`src/rtl/mem_arbiter_if.sv`:
```
// Bus bundle shared by the fetch/load/store requesters, the arbiter and the
// downstream memory controller. The arbiter takes the slave view; the
// requesters and memory side together take the master view.
interface mem_arbiter_if;
    // fetch requester
    logic        if_req;
    logic [31:0] if_addr;
    logic        flush;
    logic [31:0] if_data;
    logic [31:0] if_pc;
    logic        if_done;
    // load requester
    logic        ld_req;
    logic [31:0] ld_addr;
    logic [31:0] ld_data;
    logic        ld_done;
    // store requester
    logic        st_req;
    logic [31:0] st_addr;
    logic [31:0] st_data;
    logic [1:0]  st_len;
    logic        st_done;
    // downstream instruction port
    logic        mc_inst_req;
    logic [31:0] mc_inst_addr;
    logic [31:0] mc_inst;
    logic [31:0] mc_inst_pc;
    logic        mc_inst_done;
    // downstream data port
    logic        mc_r_req;
    logic        mc_w_req;
    logic [31:0] mc_addr;
    logic [3:0]  mc_wptr;
    logic [31:0] mc_wdata;
    logic [31:0] mc_r_data;
    logic        mc_done;

    modport slave (
        input  if_req, if_addr, flush, ld_req, ld_addr,
               st_req, st_addr, st_data, st_len,
               mc_inst, mc_inst_pc, mc_inst_done, mc_r_data, mc_done,
        output if_data, if_pc, if_done, ld_data, ld_done, st_done,
               mc_inst_req, mc_inst_addr, mc_r_req, mc_w_req,
               mc_addr, mc_wptr, mc_wdata
    );

    modport master (
        output if_req, if_addr, flush, ld_req, ld_addr,
               st_req, st_addr, st_data, st_len,
               mc_inst, mc_inst_pc, mc_inst_done, mc_r_data, mc_done,
        input  if_data, if_pc, if_done, ld_data, ld_done, st_done,
               mc_inst_req, mc_inst_addr, mc_r_req, mc_w_req,
               mc_addr, mc_wptr, mc_wdata
    );
endinterface

```
`src/rtl/mem_arbiter.sv`:
```
// Single-port memory arbiter: serialises instruction fetch, load and store
// requests onto one downstream controller. Stores beat loads beat fetches,
// except that a fetch kept waiting through STARVE_LIMIT data grants wins.
// One transaction is in flight at a time and every transaction is followed
// by an IDLE turnaround cycle in which the next grant is decided.
module mem_arbiter #(
    parameter int STARVE_LIMIT = 4
) (
    input  logic         clk,
    input  logic         rst,
    mem_arbiter_if.slave bus
);
    localparam int DATA_W = 32;
    localparam logic [2:0] LIMIT = 3'(STARVE_LIMIT);

    typedef enum logic [1:0] {IDLE, FETCH, LOAD, STORE} state_t;

    state_t            state;
    state_t            state_nxt;
    logic              grant_fetch;
    logic              grant_load;
    logic              grant_store;
    logic              fetch_ok;
    logic              drop_fetch;
    logic [2:0]        starve_cnt;
    logic              discard;
    logic [DATA_W-1:0] inst_addr_p1;
    logic [DATA_W-1:0] data_addr_p1;
    logic [DATA_W-1:0] wdata_p1;
    logic [3:0]        wptr_p1;

    // Starvation counter increment, saturating at the limit.
    function automatic logic [2:0] sat_inc(input logic [2:0] v);
        return (v >= LIMIT) ? LIMIT : v + 3'd1;
    endfunction

    // Byte lane where the right-aligned store data starts; length code 2 is
    // not a legal size and is widened to a full word.
    function automatic logic [3:0] wptr_of(input logic [1:0] len);
        case (len)
            2'd0:    return 4'h3;
            2'd1:    return 4'h2;
            default: return 4'h0;
        endcase
    endfunction

    // A flush in IDLE suppresses the fetch grant for that cycle.
    assign fetch_ok = bus.if_req & ~bus.flush;

    // A fetch completing while flushed or abandoned is swallowed.
    assign drop_fetch = discard | bus.flush | ~bus.if_req;

    // Downstream requests fall in the done cycle so the controller never
    // sees a restart on the same edge it finishes.
    assign bus.mc_inst_req  = (state == FETCH) & ~bus.mc_inst_done;
    assign bus.mc_r_req     = (state == LOAD)  & ~bus.mc_done;
    assign bus.mc_w_req     = (state == STORE) & ~bus.mc_done;
    assign bus.mc_inst_addr = inst_addr_p1;
    assign bus.mc_addr      = data_addr_p1;
    assign bus.mc_wdata     = wdata_p1;
    assign bus.mc_wptr      = wptr_p1;

    // Arbitration in IDLE and completion detection in the busy states.
    always_comb begin
        state_nxt   = state;
        grant_fetch = 1'b0;
        grant_load  = 1'b0;
        grant_store = 1'b0;
        case (state)
            IDLE: begin
                if (fetch_ok && (starve_cnt == LIMIT)) begin
                    grant_fetch = 1'b1;
                    state_nxt   = FETCH;
                end else if (bus.st_req) begin
                    grant_store = 1'b1;
                    state_nxt   = STORE;
                end else if (bus.ld_req) begin
                    grant_load = 1'b1;
                    state_nxt  = LOAD;
                end else if (fetch_ok) begin
                    grant_fetch = 1'b1;
                    state_nxt   = FETCH;
                end
            end
            FETCH: begin
                if (bus.mc_inst_done) state_nxt = IDLE;
            end
            LOAD, STORE: begin
                if (bus.mc_done) state_nxt = IDLE;
            end
            default: state_nxt = IDLE;
        endcase
    end

    // State register.
    always_ff @(posedge clk or posedge rst) begin
        if (rst) state <= IDLE;
        else     state <= state_nxt;
    end

    // Count data grants that overtake a waiting fetch.
    always_ff @(posedge clk or posedge rst) begin
        if (rst) begin
            starve_cnt <= 3'd0;
        end else if (state == IDLE) begin
            if (grant_fetch || !bus.if_req)      starve_cnt <= 3'd0;
            else if (grant_load || grant_store)  starve_cnt <= sat_inc(starve_cnt);
        end
    end

    // Remember a flush or abandoned fetch until the controller finishes it.
    always_ff @(posedge clk or posedge rst) begin
        if (rst)                                     discard <= 1'b0;
        else if (state != FETCH || bus.mc_inst_done) discard <= 1'b0;
        else if (bus.flush || !bus.if_req)           discard <= 1'b1;
    end

    // Capture the granted request so requester changes cannot disturb it.
    always_ff @(posedge clk or posedge rst) begin
        if (rst) begin
            inst_addr_p1 <= '0;
            data_addr_p1 <= '0;
            wdata_p1     <= '0;
            wptr_p1      <= 4'h0;
        end else begin
            if (grant_fetch) inst_addr_p1 <= bus.if_addr;
            if (grant_load)  data_addr_p1 <= bus.ld_addr;
            if (grant_store) begin
                data_addr_p1 <= bus.st_addr;
                wdata_p1     <= bus.st_data;
                wptr_p1      <= wptr_of(bus.st_len);
            end
        end
    end

    // Return results and one-cycle done pulses to the requesters.
    always_ff @(posedge clk or posedge rst) begin
        if (rst) begin
            bus.if_data <= '0;
            bus.if_pc   <= '0;
            bus.if_done <= 1'b0;
            bus.ld_data <= '0;
            bus.ld_done <= 1'b0;
            bus.st_done <= 1'b0;
        end else begin
            bus.if_done <= 1'b0;
            bus.ld_done <= 1'b0;
            bus.st_done <= 1'b0;
            case (state)
                FETCH: begin
                    if (bus.mc_inst_done && !drop_fetch) begin
                        bus.if_data <= bus.mc_inst;
                        bus.if_pc   <= bus.mc_inst_pc;
                        bus.if_done <= 1'b1;
                    end
                end
                LOAD: begin
                    if (bus.mc_done) begin
                        bus.ld_data <= bus.mc_r_data;
                        bus.ld_done <= 1'b1;
                    end
                end
                STORE: begin
                    if (bus.mc_done) bus.st_done <= 1'b1;
                end
                default: ;
            endcase
        end
    end
endmodule

```
`src/flat_wrapper.sv`:
```
// flat-port wrapper written by rule: the top's interface ports become plain ports
module mem_arbiter_flat 
#(
    parameter int STARVE_LIMIT = 4
)
  (clk, rst, bus_if_req, bus_if_addr, bus_flush, bus_ld_req, bus_ld_addr, bus_st_req, bus_st_addr, bus_st_data, bus_st_len, bus_mc_inst, bus_mc_inst_pc, bus_mc_inst_done, bus_mc_r_data, bus_mc_done, bus_if_data, bus_if_pc, bus_if_done, bus_ld_data, bus_ld_done, bus_st_done, bus_mc_inst_req, bus_mc_inst_addr, bus_mc_r_req, bus_mc_w_req, bus_mc_addr, bus_mc_wptr, bus_mc_wdata);
  mem_arbiter_if bus_i ();
  input  logic clk;
  input  logic rst;
  input wire logic [$bits(bus_i.if_req)-1:0] bus_if_req;
  input wire logic [$bits(bus_i.if_addr)-1:0] bus_if_addr;
  input wire logic [$bits(bus_i.flush)-1:0] bus_flush;
  input wire logic [$bits(bus_i.ld_req)-1:0] bus_ld_req;
  input wire logic [$bits(bus_i.ld_addr)-1:0] bus_ld_addr;
  input wire logic [$bits(bus_i.st_req)-1:0] bus_st_req;
  input wire logic [$bits(bus_i.st_addr)-1:0] bus_st_addr;
  input wire logic [$bits(bus_i.st_data)-1:0] bus_st_data;
  input wire logic [$bits(bus_i.st_len)-1:0] bus_st_len;
  input wire logic [$bits(bus_i.mc_inst)-1:0] bus_mc_inst;
  input wire logic [$bits(bus_i.mc_inst_pc)-1:0] bus_mc_inst_pc;
  input wire logic [$bits(bus_i.mc_inst_done)-1:0] bus_mc_inst_done;
  input wire logic [$bits(bus_i.mc_r_data)-1:0] bus_mc_r_data;
  input wire logic [$bits(bus_i.mc_done)-1:0] bus_mc_done;
  output wire logic [$bits(bus_i.if_data)-1:0] bus_if_data;
  output wire logic [$bits(bus_i.if_pc)-1:0] bus_if_pc;
  output wire logic [$bits(bus_i.if_done)-1:0] bus_if_done;
  output wire logic [$bits(bus_i.ld_data)-1:0] bus_ld_data;
  output wire logic [$bits(bus_i.ld_done)-1:0] bus_ld_done;
  output wire logic [$bits(bus_i.st_done)-1:0] bus_st_done;
  output wire logic [$bits(bus_i.mc_inst_req)-1:0] bus_mc_inst_req;
  output wire logic [$bits(bus_i.mc_inst_addr)-1:0] bus_mc_inst_addr;
  output wire logic [$bits(bus_i.mc_r_req)-1:0] bus_mc_r_req;
  output wire logic [$bits(bus_i.mc_w_req)-1:0] bus_mc_w_req;
  output wire logic [$bits(bus_i.mc_addr)-1:0] bus_mc_addr;
  output wire logic [$bits(bus_i.mc_wptr)-1:0] bus_mc_wptr;
  output wire logic [$bits(bus_i.mc_wdata)-1:0] bus_mc_wdata;
  assign bus_i.if_req = bus_if_req;
  assign bus_i.if_addr = bus_if_addr;
  assign bus_i.flush = bus_flush;
  assign bus_i.ld_req = bus_ld_req;
  assign bus_i.ld_addr = bus_ld_addr;
  assign bus_i.st_req = bus_st_req;
  assign bus_i.st_addr = bus_st_addr;
  assign bus_i.st_data = bus_st_data;
  assign bus_i.st_len = bus_st_len;
  assign bus_i.mc_inst = bus_mc_inst;
  assign bus_i.mc_inst_pc = bus_mc_inst_pc;
  assign bus_i.mc_inst_done = bus_mc_inst_done;
  assign bus_i.mc_r_data = bus_mc_r_data;
  assign bus_i.mc_done = bus_mc_done;
  assign bus_if_data = bus_i.if_data;
  assign bus_if_pc = bus_i.if_pc;
  assign bus_if_done = bus_i.if_done;
  assign bus_ld_data = bus_i.ld_data;
  assign bus_ld_done = bus_i.ld_done;
  assign bus_st_done = bus_i.st_done;
  assign bus_mc_inst_req = bus_i.mc_inst_req;
  assign bus_mc_inst_addr = bus_i.mc_inst_addr;
  assign bus_mc_r_req = bus_i.mc_r_req;
  assign bus_mc_w_req = bus_i.mc_w_req;
  assign bus_mc_addr = bus_i.mc_addr;
  assign bus_mc_wptr = bus_i.mc_wptr;
  assign bus_mc_wdata = bus_i.mc_wdata;
  mem_arbiter #(.STARVE_LIMIT(STARVE_LIMIT)) u_core (.clk(clk), .rst(rst), .bus(bus_i));
endmodule
```
`config.mk`:
```
export PLATFORM = sky130hd
export DESIGN_NAME = mem_arbiter_flat
export DESIGN_NICKNAME = d
export VERILOG_FILES = /design/src/rtl/mem_arbiter_if.sv /design/src/rtl/mem_arbiter.sv /design/src/flat_wrapper.sv
export SDC_FILE = /design/constraint.sdc
export NUM_CORES = 1
export LEC_CHECK = 0
export ABC_AREA = 1
export CAP_MARGIN = 20
export CORE_AREA = 3 3 168 170
export CTS_CLUSTER_DIAMETER = 50
export DETAILED_ROUTE_END_ITERATION = 10
export DIE_AREA = 0 0 171 173
export PLACE_DENSITY = 0.65
export RECOVER_POWER = 50
export SYNTH_ARGS = -nofsm -noshare
export SYNTH_HDL_FRONTEND = slang
export SYNTH_SLANG_ARGS = --single-unit
```
`constraint.sdc`:
```
create_clock -name clk -period 7.75 [get_ports clk]
set_clock_uncertainty 0.1 [all_clocks]
set_input_delay 0.775 -clock clk [delete_from_list [all_inputs] [get_ports clk]]
set_output_delay 0.775 -clock clk [all_outputs]
set_load 0.03 [all_outputs]
```
==> flow_metrics.env <==
export IMPL_via_per_inst=4.41
export IMPL_yosys_area_top_type_share_pct=60.5
export IMPL_chipWidth_um=171
export IMPL_power_leakage_nw=7.22
export IMPL_yosys_warnings=0
export IMPL_regToRegSetupSlack_ps=3430
export IMPL_htreeDepth=1
export IMPL_dieArea_um2=29600
export IMPL_synthDistinctLibCells=20
export IMPL_powerDensity_nw_per_um2=425
export IMPL_violations="max-capacitance violations, max-slew violations"
export IMPL_ir_drop_v=0.000226
export IMPL_clk_latency_ps=520
export IMPL_postSynthCellCount=1031
export IMPL_grt_overflow_total=0
export IMPL_dp_hpwl_mm=20.1
export IMPL_worstHoldStart="u_core.bus.ld_data[9]"
export IMPL_cts_root_buffer="clkbuf_16"
export IMPL_cap_violations=2
export IMPL_antenna_found_initial=1
export IMPL_ys_ff_latch=203
export IMPL_tritoncts="built"
export IMPL_grt_pass1_wl_mm=44.0
export IMPL_utilization_pct=51.7
export IMPL_reg2reg_from="u_core.starve_cnt[0]"
export IMPL_cts_sinks=203
export IMPL_postCtsSetupBuffers=0
export IMPL_row_count=60
export IMPL_maxSlewHeadroom_pct=-61.7
export IMPL_final_cell_mix="nand2_1, clkdlybuf4s50_1, dfrtp_1"
export IMPL_mostFrequentLayoutCell="nand2_1"
export IMPL_ctsResizeCount=0
export IMPL_holdPathEnd="u_core.bus.ld_data[9]"
export IMPL_worstHoldPathCells=2
export IMPL_routed_via_count=8022
export IMPL_cts_buffers=28
export IMPL_setup_viol=0
export IMPL_rsz0062_at_grt="no"
export IMPL_core_area_um2=26900
export IMPL_reg2reg_depth=10
export IMPL_grt_max_degree=135
export IMPL_worstReg2RegEnd="u_core.bus.mc_wdata[25]"
export IMPL_cts_max_path_buffers=3
export IMPL_avgSynthCellArea_um2=8.14
export IMPL_postRouteAntennaNets=0
export IMPL_port_buffers=433
export IMPL_finalCriticalPeriod_ps=4620
export IMPL_status="complete, but fails checks"
export IMPL_synth_top_cells_by_area="dfrtp_1, nand2_1, nor2_1"
export IMPL_dp_slack_ps=3310
export IMPL_setup_slack_ps=3130
export IMPL_startpoint_type="primary input"
export IMPL_fin_tns_setup_ps=0
export IMPL_die_y_um=173
export IMPL_fin_crit_sh_pct=59.6
export IMPL_wl_per_cell_um=15.6
export IMPL_nNetsFinal=1689
export IMPL_drive_above_1_share_pct=4.27
export IMPL_path_class="in -> reg"
export IMPL_grt_usage_pct=18.3
export IMPL_first_global_vias=7971
export IMPL_hp_class="reg -> reg"
export IMPL_finalHoldViolations=0
export IMPL_place_congestion=0.757
export IMPL_area_growth_pct=65.6
export IMPL_synth_top_cell_by_area="dfrtp_1"
export IMPL_cts_clk_slew_worst_paths_ps=60
export IMPL_drtIter0Drc=471
export IMPL_wl_mm=28.3
export IMPL_num_io_pins=436
export IMPL_timing_fmax_mhz=217
export IMPL_tightest_slew_ps=2430
export IMPL_worstPathArrival_ps=4930
export IMPL_cp_end_kind="flip-flop"
export IMPL_start_util_pct=31.2
export IMPL_drc=0
export IMPL_yosysSeqAreaShare_pct=60.5
export IMPL_syn_area_um2=8400
export IMPL_cp_max_fo=56
export IMPL_ctsHoldBuffers=0
export IMPL_slew_viol_final=91
export IMPL_dr_pass1_iters=4
export IMPL_required_ps=8060
## worst max path at each step
stage          cells past startpoint  startpoint                 endpoint  slack [ps]
2_1_floorplan                      1         rst    u_core.bus.if_data[0]        1340
3_3_place_gp                       9  bus_st_req     u_core.starve_cnt[1]        3400
3_5_place_dp                       9  bus_st_req     u_core.starve_cnt[1]        3310
4_1_cts                            9  bus_st_req     u_core.starve_cnt[1]        3850
5_1_grt                            9  bus_if_req  u_core.bus.mc_wdata[27]        2760
6_report                           9  bus_if_req  u_core.bus.mc_wdata[25]        3130
## final cells by class
type | count | area (µm²)
flip-flops and latches | 203 | 5080
repair buffers | 442 | 4430
inverters | 55 | 214
clock buffers | 38 | 790
well taps | 341 | 427
fillers | 2533 | 13000
diodes | 1 | 2.50
multi-input cells | 723 | 2800
clock inverters | 14 | 150
## state kept, by name, indices dropped and copies added, names as in the netlist, 2 cells and up
register                 cells
u_core.bus.if_pc            32
u_core.bus.mc_addr          32
u_core.bus.if_data          32
u_core.starve_cnt            3
u_core.bus.mc_wdata         32
u_core.bus.mc_wptr           2
u_core.bus.mc_inst_addr     32
u_core.bus.ld_data          32
u_core.state                 2
## metal layers
layer  track usage [%]  vias to the layer above  part of all wire (%)
met4              3.82                        0                   1.8
met5                 0                        -                     0
met1              21.7                     3726                    39
met2              32.1                      320                    49
li1                  -                     3943                     -
met3              6.29                       33                    10
## cell families (layout without fill, tap and decap cells)
kind of cell	count (synthesis)	count (layout)	share of synthesized area, %
and+or+nand+nor	715	715	32.9
DFF	203	203	60.5
buffers and inverters	106	549	6.02
AOI/OAI and AO/OA	4	4	0.238
adders and majority gates	2	2	0.298
other	1	3	0.0447
## power by group
group / internal (mW) / switching [mW] / leakage (nW) / total [mW]
sequential: 1.55 / 0.259 / 2.57 / 1.80
clock: 0.787 / 0.497 / 0.458 / 1.28
combinational: 1.05 / 1.77 / 4.19 / 2.82
total: 3.38 / 2.52 / 7.22 / 5.91
## synth_stat cells
library cell / instances
a21oi_1: 1
buf_2: 26
buf_4: 10
buf_6: 5
clkbuf_1: 10
conb_1: 1
dfrtp_1: 203
ha_1: 2
inv_1: 47
inv_2: 8
nand2_1: 595
nand2_2: 1
nand3_1: 39
nand3_2: 1
nand4_1: 2
nor2_1: 72
nor2_2: 3
nor3_1: 1
nor3_2: 1
o21ai_0: 3
## through the flow
step | hold slack [ps] | power (mW) | std cells | cell area (µm²)
finish | 361 | 5.91 | 1817 | 13900
global route | 378 | 6.26 | 1817 | 13900
global placement | 354 | 4.73 | 1762 | 12900
detailed placement | 357 | 4.77 | 1762 | 12900
floorplan | 352 | 3.45 | 1032 | 8400
CTS | 372 | 6.10 | 1814 | 13900
## worst max-delay path, stage by stage
cell           delay (ps)
dlygate4sd3_1         570
nand2_1               150
nor2_2                170
inv_2                  70
nand3_2               230
clkbuf_1             1750
inv_2                 820
nand2_1               250
nand2_1                60
(Power assumes the default switching activity.)
